[src/rtl/spi_fetch.sv]
// SPI NOR instruction fetcher: issues READ (0x03) + 24-bit address, then
// streams bytes into a one-deep output register with a valid/ready handshake.
// The receive shift register acts as a second buffer stage (HOLD state).
module spi_fetch #(
    parameter int SPI_CLK_DIV = 0
) (
    input  logic        clk,
    input  logic        rst,
    input  logic        jump,
    input  logic [23:0] jump_addr,
    output logic [7:0]  instr_data,
    output logic        instr_valid,
    input  logic        instr_ready,
    output logic        busy,
    output logic        spi_cs_n,
    output logic        spi_sclk,
    output logic        spi_mosi,
    input  logic        spi_miso
);

    typedef enum logic [2:0] {
        IDLE,
        CSHI,
        CMD,
        DATA,
        HOLD
    } state_t;

    localparam int DW = (SPI_CLK_DIV > 0) ? $clog2(SPI_CLK_DIV + 1) : 1;
    localparam logic [DW-1:0] DIV_LAST = DW'(SPI_CLK_DIV);

    state_t        state;
    state_t        state_nx;
    logic [DW-1:0] div_cnt;
    logic          phase;
    logic [4:0]    bit_cnt;
    logic [31:0]   tx_sr;
    logic [7:0]    rx_sr;

    logic shifting;
    logic phase_end;
    logic rise_edge;
    logic bit_end;
    logic bit_last;
    logic byte_done;
    logic handshake;
    logic load_new;
    logic load_held;

    // Phase/bit timing strobes derived from the divider and bit counter
    always_comb begin
        shifting  = (state == CMD) || (state == DATA);
        phase_end = (div_cnt == DIV_LAST);
        rise_edge = shifting && phase_end && !phase;
        bit_end   = shifting && phase_end && phase;
        bit_last  = (state == CMD) ? (bit_cnt == 5'd31) : (bit_cnt == 5'd7);
        byte_done = (state == DATA) && bit_end && (bit_cnt == 5'd7);
        handshake = instr_valid && instr_ready;
        load_new  = byte_done && (!instr_valid || instr_ready);
        load_held = (state == HOLD) && instr_ready;
    end

    // State register
    always_ff @(posedge clk) begin
        if (rst) begin
            state <= IDLE;
        end else begin
            state <= state_nx;
        end
    end

    // Next-state and SPI pin decode
    always_comb begin
        state_nx = state;
        busy     = 1'b1;
        spi_cs_n = 1'b0;
        spi_sclk = 1'b0;
        spi_mosi = 1'b0;
        case (state)
            IDLE: begin
                busy     = 1'b0;
                spi_cs_n = 1'b1;
            end
            CSHI: begin
                spi_cs_n = 1'b1;
                if (bit_cnt == 5'd1) begin
                    state_nx = CMD;
                end
            end
            CMD: begin
                spi_sclk = phase;
                spi_mosi = tx_sr[31];
                if (bit_end && bit_last) begin
                    state_nx = DATA;
                end
            end
            DATA: begin
                spi_sclk = phase;
                if (byte_done && !load_new) begin
                    state_nx = HOLD;
                end
            end
            HOLD: begin
                if (instr_ready) begin
                    state_nx = DATA;
                end
            end
            default: state_nx = IDLE;
        endcase
        if (jump) begin
            state_nx = CSHI;
        end
    end

    // SCLK divider, bit counter and shift registers
    always_ff @(posedge clk) begin
        if (rst) begin
            div_cnt <= '0;
            phase   <= 1'b0;
            bit_cnt <= '0;
            tx_sr   <= '0;
            rx_sr   <= '0;
        end else if (jump) begin
            div_cnt <= '0;
            phase   <= 1'b0;
            bit_cnt <= '0;
            tx_sr   <= {8'h03, jump_addr};
            rx_sr   <= '0;
        end else begin
            case (state)
                CSHI: begin
                    bit_cnt <= (bit_cnt == 5'd1) ? 5'd0 : bit_cnt + 5'd1;
                end
                CMD, DATA: begin
                    if (phase_end) begin
                        div_cnt <= '0;
                        phase   <= ~phase;
                    end else begin
                        div_cnt <= div_cnt + 1'b1;
                    end
                    if (rise_edge && (state == DATA)) begin
                        rx_sr <= {rx_sr[6:0], spi_miso};
                    end
                    if (bit_end) begin
                        bit_cnt <= bit_last ? 5'd0 : bit_cnt + 5'd1;
                        if (state == CMD) begin
                            tx_sr <= {tx_sr[30:0], 1'b0};
                        end
                    end
                end
                default: ;
            endcase
        end
    end

    // Output register: a load at the same edge as a handshake keeps valid high
    always_ff @(posedge clk) begin
        if (rst) begin
            instr_valid <= 1'b0;
            instr_data  <= '0;
        end else if (jump) begin
            instr_valid <= 1'b0;
        end else if (load_new || load_held) begin
            instr_valid <= 1'b1;
            instr_data  <= rx_sr;
        end else if (handshake) begin
            instr_valid <= 1'b0;
        end
    end

endmodule

[config.mk]
export PLATFORM = sky130hd
export DESIGN_NAME = spi_fetch
export DESIGN_NICKNAME = d
export VERILOG_FILES = /design/src/rtl/spi_fetch.sv
export SDC_FILE = /design/constraint.sdc
export NUM_CORES = 1
export LEC_CHECK = 0
export CAP_MARGIN = 20
export CELL_PAD_IN_SITES_DETAIL_PLACEMENT = 0
export CELL_PAD_IN_SITES_GLOBAL_PLACEMENT = 1
export CORE_MARGIN = 1.5
export CORE_UTILIZATION = 35
export DETAILED_ROUTE_END_ITERATION = 6
export PLACE_DENSITY_LB_ADDON = 0.1
export SLEW_MARGIN = 30
export SYNTH_ARGS = -nofsm -noshare
export SYNTH_HDL_FRONTEND = slang
export SYNTH_SLANG_ARGS = --single-unit
[constraint.sdc]
create_clock -name clk -period 1.7 [get_ports clk]
set_input_delay 0.34 -clock clk [delete_from_list [all_inputs] [get_ports clk]]
set_output_delay 0.34 -clock clk [all_outputs]
set_load 0.005 [all_outputs]
==> Flow_metrics.wiki <==
{| class="wikitable"
! Metric !! Value
|-
| Run status || complete, no violations
|-
| Terminus of the critical flop-to-flop path || tx_sr[10]
|-
| Startpoint of the worst hold path || tx_sr[27]
|-
| Hold path endpoint || tx_sr[28]
|-
| Global placement routability congestion || 0.8001
|-
| Worst hold path depth || 2
|-
| Power density relative to cell area || 819.3 nW/um^2
|-
| Worst Path Buf+Inv || 2
|-
| Number of distinct standard cells referenced by the synthesized netlist || 38
|-
| Routed wire length || 6400 um
|-
| Final #Nets || 411
|-
| Main area contributors after synthesis || sky130_fd_sc_hd__dfxtp_1 (44%), sky130_fd_sc_hd__nand2_1 (12%), sky130_fd_sc_hd__a311oi_1 (8.1%), sky130_fd_sc_hd__a21oi_1 (4.4%), sky130_fd_sc_hd__nand2b_1 (4.3%)
|-
| Peak supply drop || 0.0003602 V
|-
| Number of global-route vias before repair || 2283
|-
| CTS clk-pin slew, worst paths || 70 ps
|-
| Synthesis-stage register bit count || 58
|-
| Number of cells on the worst reg-to-reg path || 9
|-
| Type of destination of the critical path || primary output
|-
| Worst-margin pin slew || 355.1 ps
|-
| Highest Clock Rate || 615.9 MHz
|-
| Count of placed standard cells including taps || 463
|-
| Register-to-register setup slack || 80 ps
|-
| Total die area || 7984 um^2
|-
| Detailed-route wire length per cell || 13.25 um
|-
| Leading cell types in the layout, fill and taps excluded || sky130_fd_sc_hd__nand2_1 (83), sky130_fd_sc_hd__dfxtp_1 (55), sky130_fd_sc_hd__clkdlybuf4s50_1 (37), sky130_fd_sc_hd__nor2_1 (29), sky130_fd_sc_hd__a21oi_1 (23)
|-
| Number of cells produced by synthesis || 318
|-
| Async set-reset flop share out of synthesis || 0
|-
| Worst endpoint required time || 1360 ps
|-
| Initial antenna violation count || 0
|-
| Effective utilization at floorplan || 0.3618
|-
| Number of max-slew violations in the final report || 0
|-
| Classification of the worst setup path || reg2out
|-
| Total Routing Usage GR || 0.1671
|-
| Number of buffers created by CTS || 9
|-
| Global-route wire length before repair || 10270 um
|-
| Worst Clk Skew || 6.931 ps
|-
| GRT Residual Overflow || 0
|-
| Fill cell total of the finished layout || 717
|-
| Share of post-route cells with drive strength above 1 || 0.1849
|-
| Cell taking the most area after synthesis || sky130_fd_sc_hd__dfxtp_1
|-
| Count of endpoints failing hold in the final timing report || 0
|-
| Period utilisation layout || 0.9550
|-
| Number of optimization iterations in the first detailed-route pass || 5
|-
| Drc violations || 0
|-
| Port Buffer Count || 41
|-
| Count of nets left with antenna violations after detail routing || 0
|-
| H-tree levels || 3
|-
| Root buffer cell || sky130_fd_sc_hd__clkbuf_8
|-
| Post-synth EDFFs || 0
|-
| Primary FF master, synth || sky130_fd_sc_hd__dfxtp_1
|-
| Net count after synthesis || 350
|-
| Family of cells with the greatest summed delay on the critical path || buffers and inverters
|-
| Overall via count from detail_route || 2417
|-
| Via/cell ratio || 5.004
|-
| Area of the mapped netlist || 2610 um^2
|-
| HPWL after DPL || 3787 um
|-
| Critical Path Start Type || flop
|-
| Max FO, Critical Path || 10
|-
| Syn-to-layout area delta || 40.70%
|-
| Synthesized area per cell || 8.208 um^2
|-
| Sequential element share of the synthesized area || 0.4449
|-
| Pin count of the biggest net entering global routing || 44
|-
| Fraction of post-synthesis cell area in the top cell type by area || 0.4449
|-
| FP Rows || 31
|-
| Worst-path cell with the longest stage delay || sky130_fd_sc_hd__dfxtp_2
|-
| Commonest non-fill, non-tap cell in the layout || sky130_fd_sc_hd__nand2_1
|-
| CTS tree || yes
|-
| Iter 0 DRT Violations || 79
|-
| Die Wd || 89.36 um
|-
| Leakage power of the design || 1.280 nW
|-
| Largest stage delay on the critical path || 330 ps
|-
| Antenna fix cells || 0
|-
| Number of placed I/O pins || 42
|-
| Deepest clock path buffer count || 2
|-
| FF+latch area || 1165 um^2
|-
| Worst endpoint data arrival time || 1280 ps
|-
| Reg-to-reg startpoint || state[2]
|-
| Clock latency reported for the late side of the worst-skew pair || 330 ps
|-
| Max transition margin || 0.7572
|-
| Multi-input logic area || 1403 um^2
|-
| Die height || 89.36 um
|-
| Post-CTS Hold Buffers || 0
|-
| Number of clock sinks seen by CTS || 58
|-
| Class of the most critical hold timing path || reg2reg
|-
| Cell-by-cell trace of the critical path || buf_6, nor2b_4, and2_4, dlygate4sd2_1
|-
| Layout Cells excl Fill || 483
|-
| Warning count from the yosys run || 0
|-
| Final critical delay including setup and external delays || 1624 ps
|-
| Hold Worst Slack || 448.3 ps
|-
| Final setup violating endpoints || 0
|-
| Maximum capacitance violations || 0
|-
| Core Region || 7214 um^2
|}
power by group:
part           internal (mW)  leakage, nW  switching [mW]
clock network          0.755       0.0986           0.574
registers               1.41        0.476          0.0263
logic                  0.140        0.706           0.108
flip-flops by register name, indices dropped and copies added (netlist names):
signal       cells
instr_data       8
state            3
instr_valid      1
rx_sr            8
tx_sr           32
phase            1
bit_cnt          5
layout make-up:
cell class | count | area share
inverter | 2 | 0.002044
sequential | 58 | 0.3172
clock inverter | 4 | 0.01363
clock buffer | 12 | 0.04225
timing repair buffer | 73 | 0.2092
multi-input combinational | 235 | 0.3819
tap | 99 | 0.03373
how the worst max path moves through the flow:
stage                           start       endpoint  slack [ps]  depth (start not counted)
after global routing         state[2]      tx_sr[10]         -20                          9
after CTS                  bit_cnt[1]  instr_data[7]           7                          7
after global placement    instr_ready       state[2]         -20                          4
final                        state[2]       spi_sclk          80                          4
after detailed placement  instr_ready  instr_data[7]         -60                          6
after floorplan            bit_cnt[0]  instr_data[0]          60                          5
synth_stat cells (all sizes together) (3+ instances only):
master / n
ha: 3
mux2i: 9
nor2: 30
clkbuf: 17
nor3b: 3
nor2b: 5
nand2b: 18
dfxtp: 58
a31oi: 4
nor3: 3
a311oi: 24
a21oi: 23
nand3b: 3
and4bb: 3
nand2: 83
buf: 6
routing by layer:
| metal | GRT usage | wire (um) | up-vias |
|---|---|---|---|
| li1 | - | - | 1233 |
| met1 | 0.2229 | 3186 | 1120 |
| met2 | 0.2618 | 2890 | 55 |
| met3 | 0.02770 | 238 | 9 |
| met4 | 0.08252 | 85 | 0 |
| met5 | 0 | 0 | - |
repair_timing:
| action | CTS | global route |
|---|---|---|
| resized for setup | 12 | 12 |
| endpoints found under the setup margin | 4 | 19 |
| setup buffers | 1 | 1 |
| pin swaps | 0 | 6 |
| gates cloned | 0 | 2 |
kinds of logic (layout without fill, tap and decap cells):
family | count (synthesis) | in the layout | share of synthesized area
AND/OR/NAND/NOR | 162 | 162 | 0.2987
AO/OA/AOI/OAI | 60 | 60 | 0.1644
flip-flops | 58 | 58 | 0.4449
buffers and inverters | 25 | 91 | 0.03979
multiplexers | 9 | 9 | 0.03452
adder cells (fa/ha/maj) | 3 | 3 | 0.01438
XOR/XNOR | 1 | 1 | 0.003356
worst min-delay path: cells and delay by family, from the launching register on:
| kind | cells | cell delay (ps) |
|---|---|---|
| flops | 1 | 310 |
| compound gates | 1 | 50 |
| simple gates | 1 | 50 |
per-stage QoR:
stage	total power, mW	setup WS (ps)	TNS [ps]	instance area [um^2]	utilization
after global placement	1.702	-18.85	-155.8	3351	0.4644
after global routing	3.137	-16.61	-23.90	3672	0.5090
final	3.009	76.45	0	3672	0.5090
after CTS	3.039	6.758	0	3568	0.4946
after floorplan	1.566	63.21	0	2615	-
after detailed placement	1.703	-57.97	-397.3	3351	0.4644
No activity file was read; power rests on OpenSTA's default activity.
